[src/rtl/fetch_pkg.sv]
// Shared constants and the instruction-queue entry layout for the fetch stage.
package fetch_pkg;
    localparam int          XLEN_DEFAULT     = 32;
    localparam logic [31:0] RESET_PC_DEFAULT = 32'h0000_0000;
    localparam logic [31:0] NOP_INSTR        = 32'h0000_0000;

    typedef struct packed {
        logic [31:0] instr;
        logic [31:0] pc;
    } fetch_entry_t;
endpackage

[src/rtl/fetch_stage_sync_fifo.sv]
// Circular-buffer FIFO with occupancy count; flush empties it in one cycle.
// Push and pop may coincide at any occupancy, leaving the count unchanged.
module sync_fifo #(
    parameter int WIDTH = 32,
    parameter int DEPTH = 2
) (
    input  logic                       clk,
    input  logic                       rst_n,
    input  logic                       push_i,
    input  logic                       pop_i,
    input  logic                       flush_i,
    input  logic [WIDTH-1:0]           wdata_i,
    output logic [WIDTH-1:0]           rdata_o,
    output logic [$clog2(DEPTH+1)-1:0] count_o,
    output logic                       full_o,
    output logic                       empty_o
);
    localparam int AW = (DEPTH > 1) ? $clog2(DEPTH) : 1;
    localparam int CW = $clog2(DEPTH + 1);

    logic [WIDTH-1:0] mem_q [DEPTH];
    logic [AW-1:0]    wr_ptr_q, wr_ptr_d, rd_ptr_q, rd_ptr_d;
    logic [CW-1:0]    cnt_q, cnt_d;

    // Pointers wrap at DEPTH, which need not be a power of two.
    function automatic logic [AW-1:0] ptr_inc(input logic [AW-1:0] p);
        return (p == AW'(DEPTH - 1)) ? '0 : p + AW'(1);
    endfunction

    assign full_o  = (cnt_q == CW'(DEPTH));
    assign empty_o = (cnt_q == '0);
    assign count_o = cnt_q;
    assign rdata_o = mem_q[rd_ptr_q];

    // Next pointers and count; flush overrides any push/pop in the same cycle.
    always_comb begin
        wr_ptr_d = wr_ptr_q;
        rd_ptr_d = rd_ptr_q;
        cnt_d    = cnt_q;
        if (flush_i) begin
            wr_ptr_d = '0;
            rd_ptr_d = '0;
            cnt_d    = '0;
        end else begin
            if (push_i) wr_ptr_d = ptr_inc(wr_ptr_q);
            if (pop_i)  rd_ptr_d = ptr_inc(rd_ptr_q);
            case ({push_i, pop_i})
                2'b10:   cnt_d = cnt_q + CW'(1);
                2'b01:   cnt_d = cnt_q - CW'(1);
                default: cnt_d = cnt_q;
            endcase
        end
    end

    // Pointer/count state, cleared asynchronously.
    always_ff @(posedge clk or negedge rst_n) begin
        if (!rst_n) begin
            wr_ptr_q <= '0;
            rd_ptr_q <= '0;
            cnt_q    <= '0;
        end else begin
            wr_ptr_q <= wr_ptr_d;
            rd_ptr_q <= rd_ptr_d;
            cnt_q    <= cnt_d;
        end
    end

    // Storage is not reset; stale contents are never observed through an empty queue.
    always_ff @(posedge clk) begin
        if (push_i && !flush_i) mem_q[wr_ptr_q] <= wdata_i;
    end
endmodule

[src/rtl/fetch_stage.sv]
// Instruction fetch front end: PC, credit-limited memory requests, in-order
// instruction queue to decode, and redirect with wrong-path response dropping.
module fetch_stage
    import fetch_pkg::*;
#(
    parameter int              XLEN     = XLEN_DEFAULT,
    parameter logic [XLEN-1:0] RESET_PC = RESET_PC_DEFAULT,
    parameter int              DEPTH    = 2
) (
    input  logic            clk,
    input  logic            rst_n,
    output logic            imem_req_valid,
    output logic [XLEN-1:0] imem_req_addr,
    input  logic            imem_req_ready,
    input  logic            imem_rsp_valid,
    input  logic [XLEN-1:0] imem_rsp_data,
    input  logic            redirect_valid,
    input  logic [XLEN-1:0] redirect_pc,
    output logic            if_valid,
    input  logic            if_ready,
    output logic [XLEN-1:0] if_instr,
    output logic [XLEN-1:0] if_pc,
    output logic [XLEN-1:0] if_pc_plus4
);
    localparam int CW = $clog2(DEPTH + 1);

    logic [XLEN-1:0]   pc_q, pc_d;
    logic [CW-1:0]     drop_cnt_q, drop_cnt_d;
    logic [CW-1:0]     tag_cnt, q_cnt;
    logic [CW:0]       occupancy;
    logic [XLEN-1:0]   tag_pc;
    logic [2*XLEN-1:0] q_rdata;
    logic              tag_full, tag_empty, q_full, q_empty;
    logic              issue, drop_rsp, q_push, q_pop;
    fetch_entry_t      head;

    // Outstanding requests plus buffered instructions never exceed DEPTH,
    // so a returning response always finds room in the queue.
    assign occupancy      = {1'b0, tag_cnt} + {1'b0, q_cnt};
    assign imem_req_valid = rst_n && !redirect_valid && (occupancy < (CW+1)'(DEPTH));
    assign imem_req_addr  = pc_q;
    assign issue          = imem_req_valid && imem_req_ready;

    assign drop_rsp = imem_rsp_valid && (drop_cnt_q != '0);
    assign q_push   = imem_rsp_valid && (drop_cnt_q == '0) && !redirect_valid;
    assign q_pop    = if_valid && if_ready;

    sync_fifo #(.WIDTH(XLEN), .DEPTH(DEPTH)) u_tag_fifo (
        .clk     (clk),
        .rst_n   (rst_n),
        .push_i  (issue),
        .pop_i   (imem_rsp_valid),
        .flush_i (1'b0),
        .wdata_i (pc_q),
        .rdata_o (tag_pc),
        .count_o (tag_cnt),
        .full_o  (tag_full),
        .empty_o (tag_empty)
    );

    sync_fifo #(.WIDTH(2*XLEN), .DEPTH(DEPTH)) u_instr_q (
        .clk     (clk),
        .rst_n   (rst_n),
        .push_i  (q_push),
        .pop_i   (q_pop),
        .flush_i (redirect_valid),
        .wdata_i ({imem_rsp_data, tag_pc}),
        .rdata_o (q_rdata),
        .count_o (q_cnt),
        .full_o  (q_full),
        .empty_o (q_empty)
    );

    // Decode outputs are forced to zero whenever nothing valid is presented.
    assign head        = q_rdata;
    assign if_valid    = !q_empty;
    assign if_instr    = if_valid ? head.instr : NOP_INSTR;
    assign if_pc       = if_valid ? head.pc : '0;
    assign if_pc_plus4 = if_valid ? head.pc + XLEN'(4) : '0;

    // Next PC and drop count; a redirect counts every request still in flight
    // after this cycle, a response arriving now being dropped as well.
    always_comb begin
        pc_d       = pc_q;
        drop_cnt_d = drop_cnt_q;
        if (redirect_valid) begin
            pc_d       = {redirect_pc[XLEN-1:2], 2'b00};
            drop_cnt_d = tag_cnt - CW'(imem_rsp_valid);
        end else begin
            if (issue)    pc_d       = pc_q + XLEN'(4);
            if (drop_rsp) drop_cnt_d = drop_cnt_q - CW'(1);
        end
    end

    // PC and drop-count registers.
    always_ff @(posedge clk or negedge rst_n) begin
        if (!rst_n) begin
            pc_q       <= RESET_PC;
            drop_cnt_q <= '0;
        end else begin
            pc_q       <= pc_d;
            drop_cnt_q <= drop_cnt_d;
        end
    end

    // Protocol sanity: the credit scheme must keep both FIFOs in range.
    always_ff @(posedge clk) begin
        if (rst_n) begin
            assert (!(q_push && q_full && !q_pop));
            assert (!(issue && tag_full && !imem_rsp_valid));
            assert (!(imem_rsp_valid && tag_empty));
        end
    end
endmodule

[config.mk]
export PLATFORM = sky130hd
export DESIGN_NAME = fetch_stage
export DESIGN_NICKNAME = d
export VERILOG_FILES = /design/src/rtl/fetch_pkg.sv /design/src/rtl/fetch_stage_sync_fifo.sv /design/src/rtl/fetch_stage.sv
export SDC_FILE = /design/constraint.sdc
export NUM_CORES = 1
export LEC_CHECK = 0
export CAP_MARGIN = 25
export CORE_MARGIN = 4
export CORE_UTILIZATION = 52
export CTS_BUF_LIST = sky130_fd_sc_hd__clkbuf_8 sky130_fd_sc_hd__clkbuf_16
export CTS_CLUSTER_SIZE = 25
export DETAILED_ROUTE_END_ITERATION = 10
export GPL_TIMING_DRIVEN = 0
export PLACE_DENSITY = 0.8
export SYNTH_ARGS = -nofsm -noshare
export SYNTH_HDL_FRONTEND = slang
export SYNTH_SLANG_ARGS = --single-unit
[constraint.sdc]
create_clock -name clk -period 8.4 [get_ports clk]
set_input_delay 1.68 -clock clk [delete_from_list [all_inputs] [get_ports clk]]
set_output_delay 1.68 -clock clk [all_outputs]
set_load 0.05 [all_outputs]
# Word level (Yosys, flattened, before mapping)
# Memory sizes are Yosys's and may differ from the RTL's.
# Index checks and enable logic that the tools add are counted.
# word_totals
ff_bits	42
ram_bits	192
out_inout_bits	130
word_cells	69
memories	2
# mem_list
name	words	width	rd	rd_ports_with_merged_regs	write_ports	line_no	rtl
u_instr_q.mem_q	2	64	1	0	1	fetch_stage_sync_fifo.sv:21	logic [WIDTH-1:0] mem_q [DEPTH];
u_tag_fifo.mem_q	2	32	1	0	1	fetch_stage_sync_fifo.sv:21	
# classes
add_sub_neg	13
order_cmp	1
n_eq_ne	4
muxes	22
n_reduce_logical	19
# ops
cell	count
$mux 32	5
$add 32x3->32 const B	2
$mux 1	12
$reduce_bool 2->1	6
$logic_and 1x1->1	8
$pmux 2 s2	2
$mux 2	3
$sub 2x1->2 const B	3
$add 1x1->1 const B	4
$add 2x1->2 const B	2
$eq 2x1->1 const B	2
$eq 2x2->1 const B	2
$logic_not 2->1	2
$add 2x2->3	1
$lt 3x2->1 const B	1
$reduce_bool 3->1	1
$logic_not 1->1	2
$sub 2x1->2	1

# Logic depth before layout (Yosys ltp)
# logic_depth
depth_word	6
ltp_mapped	10
depth_no_buf	9

# Hierarchy
# Synthesis repeated with hierarchy kept, for this count alone.
# unflattened
hier_cells	767
area_unflattened_um2	10865.4
# by_module_without_submodules
module	instances	cells_per_inst	area_per_inst_um2
sync_fifo at u_instr_q	1	219	5036.1
fetch_stage	1	428	3180.6
sync_fifo at u_tag_fifo	1	120	2648.8

# Worst setup path after synthesis
# OpenSTA, ideal clock, no wires.
# synth_path
path_kind	input port to flip-flop
start	input port redirect_valid
end	memory u_instr_q.mem_q[1][10] in the netlist's numbering, enable pin
setup_ps	571
t_arrival_ps	6648
t_required_ps	7829
setup_slack_ps	1180
stages	3
path_buffers	2
cell_sequence	clkbuf_1 > buf_1 > nor3b_1
# synth_between
elab_chain_cells	5
# synth_rtl
item	line_no	rtl
from (decl)	fetch_stage.sv:17	input logic redirect_valid,
$logic_not 1->1 (*)	fetch_stage_sync_fifo.sv:70, fetch_stage.sv:45	
$logic_and 1x1->1	fetch_stage.sv:45	assign q_push = imem_rsp_valid && (drop_cnt_q == '0) && !redirect_valid;
$logic_and 1x1->1 (*)	fetch_stage_sync_fifo.sv:70	if (push_i && !flush_i) mem_q[wr_ptr_q] <= wdata_i;
$mux 1 (*)	fetch_stage_sync_fifo.sv:70	
$mux 1 (not written as such) (*)	fetch_stage_sync_fifo.sv:70	
to (decl)	fetch_stage_sync_fifo.sv:21	
# Every way passes the cells marked *; elsewhere a longest branch is shown, timed or not.

# Final worst setup path
# layout_path
start	register u_instr_q.rd_ptr_q
end	output port if_pc_plus4[28]
# layout_between
elab_chain_cells	3
# layout_rtl
item	line_no	rtl
from (decl)	fetch_stage_sync_fifo.sv:22	logic [AW-1:0] wr_ptr_q, wr_ptr_d, rd_ptr_q, rd_ptr_d;
from (signal assigned)	fetch_stage_sync_fifo.sv:63	rd_ptr_q <= rd_ptr_d;
$mem_v2 2x64	-	
$add 32x3->32	fetch_stage.sv:79	assign if_pc_plus4 = if_valid ? head.pc + XLEN'(4) : '0;
$mux 32	fetch_stage.sv:79	
to (decl)	fetch_stage.sv:23	output logic [XLEN-1:0] if_pc_plus4
# Every way passes these cells.

==> results.ini <==
[status]
status = complete, no violations

[timing]
rsz0062_at_grt = no
min_period_ps = 5714
slew_headroom_pct = 42.65
fin_crit_sh_pct = 68.03
fmax_mhz = 175.0
clock-skew-final_ps = 10.19
drv_slew = 0
worstMarginPinSlew_ps = 858.2
finalSetupViolations = 0
hold_viol = 0

[global_routing]
grt_usage_pct = 21.51
grt_pass1_vias = 7050
overflow = 0
grt_pass1_wl_um = 37570
antenna_found_initial = 0
grt_max_degree = 31

[drt]
drt_iter0_drc = 467
wl_um = 24350
route.detailed.wl_per_inst_um = 18.85
vias = 7089
drt_first_pass_iters = 5
drc = 0
ant_nets = 0
routed_via_density = 5.487

[setup_path]
end_kind = output port
rr_worst_depth = 6
worstReg2RegStart = u_tag_fifo.count_o[0]
crit_fanout = 10
crit_required_ps = 6720
critPathLaunchType = flop
worstSetupPathType = reg -> out
reg2reg_slack_ps = 5380
crit_arrival_ps = 4030
r2r_end = u_tag_fifo.mem_q[1][22]

[power_and_ir_drop]
total_power_mw = 3.321
power_switching_mw = 1.046
clkPwrFrac_pct = 30.4
leakage_nw = 4.527
vdd_drop_max_mv = 0.1690
seqPwrFrac_pct = 42.1
intPower_mw = 2.275
pwr-share-comb_pct = 27.5
swShare_pct = 31.50
powerDensity_nw_per_um2 = 246.6

[die]
chipWidth_um = 148.4
rows = 51
io_pins = 200
core_um2 = 19400
start_util_pct = 52.86
dieArea_um2 = 22030
fp.dieH_um = 148.4

[clocking]
ctsResizeCount = 0
clkTransAtPathRegs_ps = 60
cts_hold_buf = 0
cts-htree-levels = 1
cts_sinks = 224
cts-root-buf = clkbuf_16
cts_tree = built
clock_latency_ps = 500
cts_buffer_depth = 3
postCtsSetupBuffers = 0
numCtsBuffers = 23

[finish]
nets = 1087
area_growth_syn_to_layout_pct = 31.34
drive_gt1_share_pct = 12.95
utilization_pct = 69.42
antenna_cells = 0

[yosys]
netlist_area_um2 = 10250
ys_async_sr_fraction_pct = 17.86
synthCells = 776
ys_seq_elements = 224
synth_edf_count = 184
yosysWarnings = 0
yosys.cell_count.top_type = edfxtp_1
seq_area_frac_synth_pct = 63.65
synth_top_area_share_pct = 53.89
ys.flop_type = edfxtp_1
synth_common_cells = edfxtp_1, nor2_1, nand2_1, mux2i_1, dfrtp_1
yosys.area.top_type = edfxtp_1
ys_top_cells_by_area = edfxtp_1, dfrtp_1, mux2i_1
avgSynthCellArea_um2 = 13.21
ys_types = 69

[placement]
io_buffer_count = 191
dp_hpwl_um = 17680
routabilityCongestion = 0.8552

[hold_path]
hold_class = reg -> reg
min_to = u_tag_fifo.mem_q[0][31]
hold_start = imem_req_addr[31]
min_path_cells = 0

[run]
maxCapViolCount = 0

==> per-stage QoR <==
| stage | TNS [ps] | setup slack (ps) | cell area (um^2) | hold slack [ps] | std cells |
|---|---|---|---|---|---|
| after floorplan | 0 | 1180 | 10270 | 460.8 | 781 |
| after global placement | -223300 | -2031 | 12520 | 474.9 | 1237 |
| after detailed placement | 0 | 2991 | 12700 | 526.3 | 1250 |
| after CTS | 0 | 2698 | 13460 | 540.8 | 1291 |
| after global routing | 0 | 2458 | 13470 | 561.0 | 1292 |
| final | 0 | 2686 | 13470 | 543.6 | 1292 |
==> power by group through the flow <==
stage | registers (mW) | logic, mW | clock network, mW
finish | 1.40 | 0.912 | 1.01
detailed placement | 1.42 | 0.908 | 0
global placement | 1.42 | 0.877 | 0
global route | 1.41 | 0.970 | 1.07
CTS | 1.40 | 0.917 | 1.03
floorplan | 1.45 | 0.558 | 0
==> state kept, by name, summed over array words and instances (netlist names) <==
register / count
u_instr_q.rd_ptr_q: 1
u_tag_fifo.rd_ptr_q: 1
u_instr_q.count_o: 2
u_tag_fifo.mem_q: 60
u_tag_fifo.count_o: 2
u_instr_q.mem_q: 124
u_instr_q.wr_ptr_q: 1
drop_cnt_q: 2
imem_req_addr: 30
u_tag_fifo.wr_ptr_q: 1
==> per-layer routing <==
metal	vias up	track usage [%]	wire (um)
met5	-	0	0
met1	3422	29.54	10330
met2	277	35.17	11660
li1	3349	-	-
met3	41	3.839	1755
met4	0	6.975	603
==> critical path: stages (launching register included) <==
cell and delay [ps]:
dfrtp_1 520, buf_6 200, buf_4 220, buf_2 280, mux2_2 230, ha_1 230, and3_1 180, buf_4 140
nand2_2 150, nor4_2 290, mux2_1 360, clkdlybuf4s50_1 710
==> cells in the final DEF, fill, tap and decap left out, types with 18 or more instances in the layout <==
cell type        Yosys  routed
clkbuf_16            0      23
clkdlybuf4s50_1      0     190
dfrtp_1             40      40
edfxtp_1           184     184
inv_1               11      18
mux2_2              39      39
mux2i_1             60      60
nand2_1             64      64
nand3_1             26      26
nand4_1             19      19
nor2_1              84      83
o21ai_0             25      25
xnor2_1             25      25
==> kinds of logic (layout without fill, tap and decap cells) <==
| kind of cell | Yosys count | in the layout | synth area share (%) |
|---|---|---|---|
| AOI/OAI and AO/OA | 77 | 77 | 5.040 |
| xor gates and xnor gates | 42 | 42 | 3.588 |
| adders and majority gates | 6 | 6 | 0.8054 |
| buffers and inverters | 54 | 300 | 2.685 |
| DFF | 224 | 224 | 63.65 |
| muxes | 102 | 102 | 10.53 |
| other | 1 | 6 | 0.03657 |
| and+or+nand+nor | 270 | 270 | 13.67 |
==> how the worst max path moves through the flow <==
stage | start | endpoint | slack [ps] | depth (start not counted)
after floorplan | redirect_valid | u_instr_q.mem_q[1][10] | 1180 | 3
after global placement | redirect_valid | u_instr_q.mem_q[1][49] | -2030 | 4
after detailed placement | redirect_valid | imem_req_valid | 2990 | 4
after CTS | u_instr_q.rd_ptr_q | if_pc_plus4[28] | 2700 | 11
after global routing | u_instr_q.rd_ptr_q | if_pc_plus4[28] | 2460 | 11
final | u_instr_q.rd_ptr_q | if_pc_plus4[28] | 2690 | 11
==> layout make-up <==
type                       count  area (um^2)
sequential                   224         6526
timing repair buffer         205         2090
multi-input combinational    503         3488
clock buffer                  25        603.1
fill                        1365         5932
buffer                        41        226.5
clock inverter                16        152.6
tap                          265        331.6
inverter                      13        48.80
Note: power is estimated with default switching activity, not from simulation.
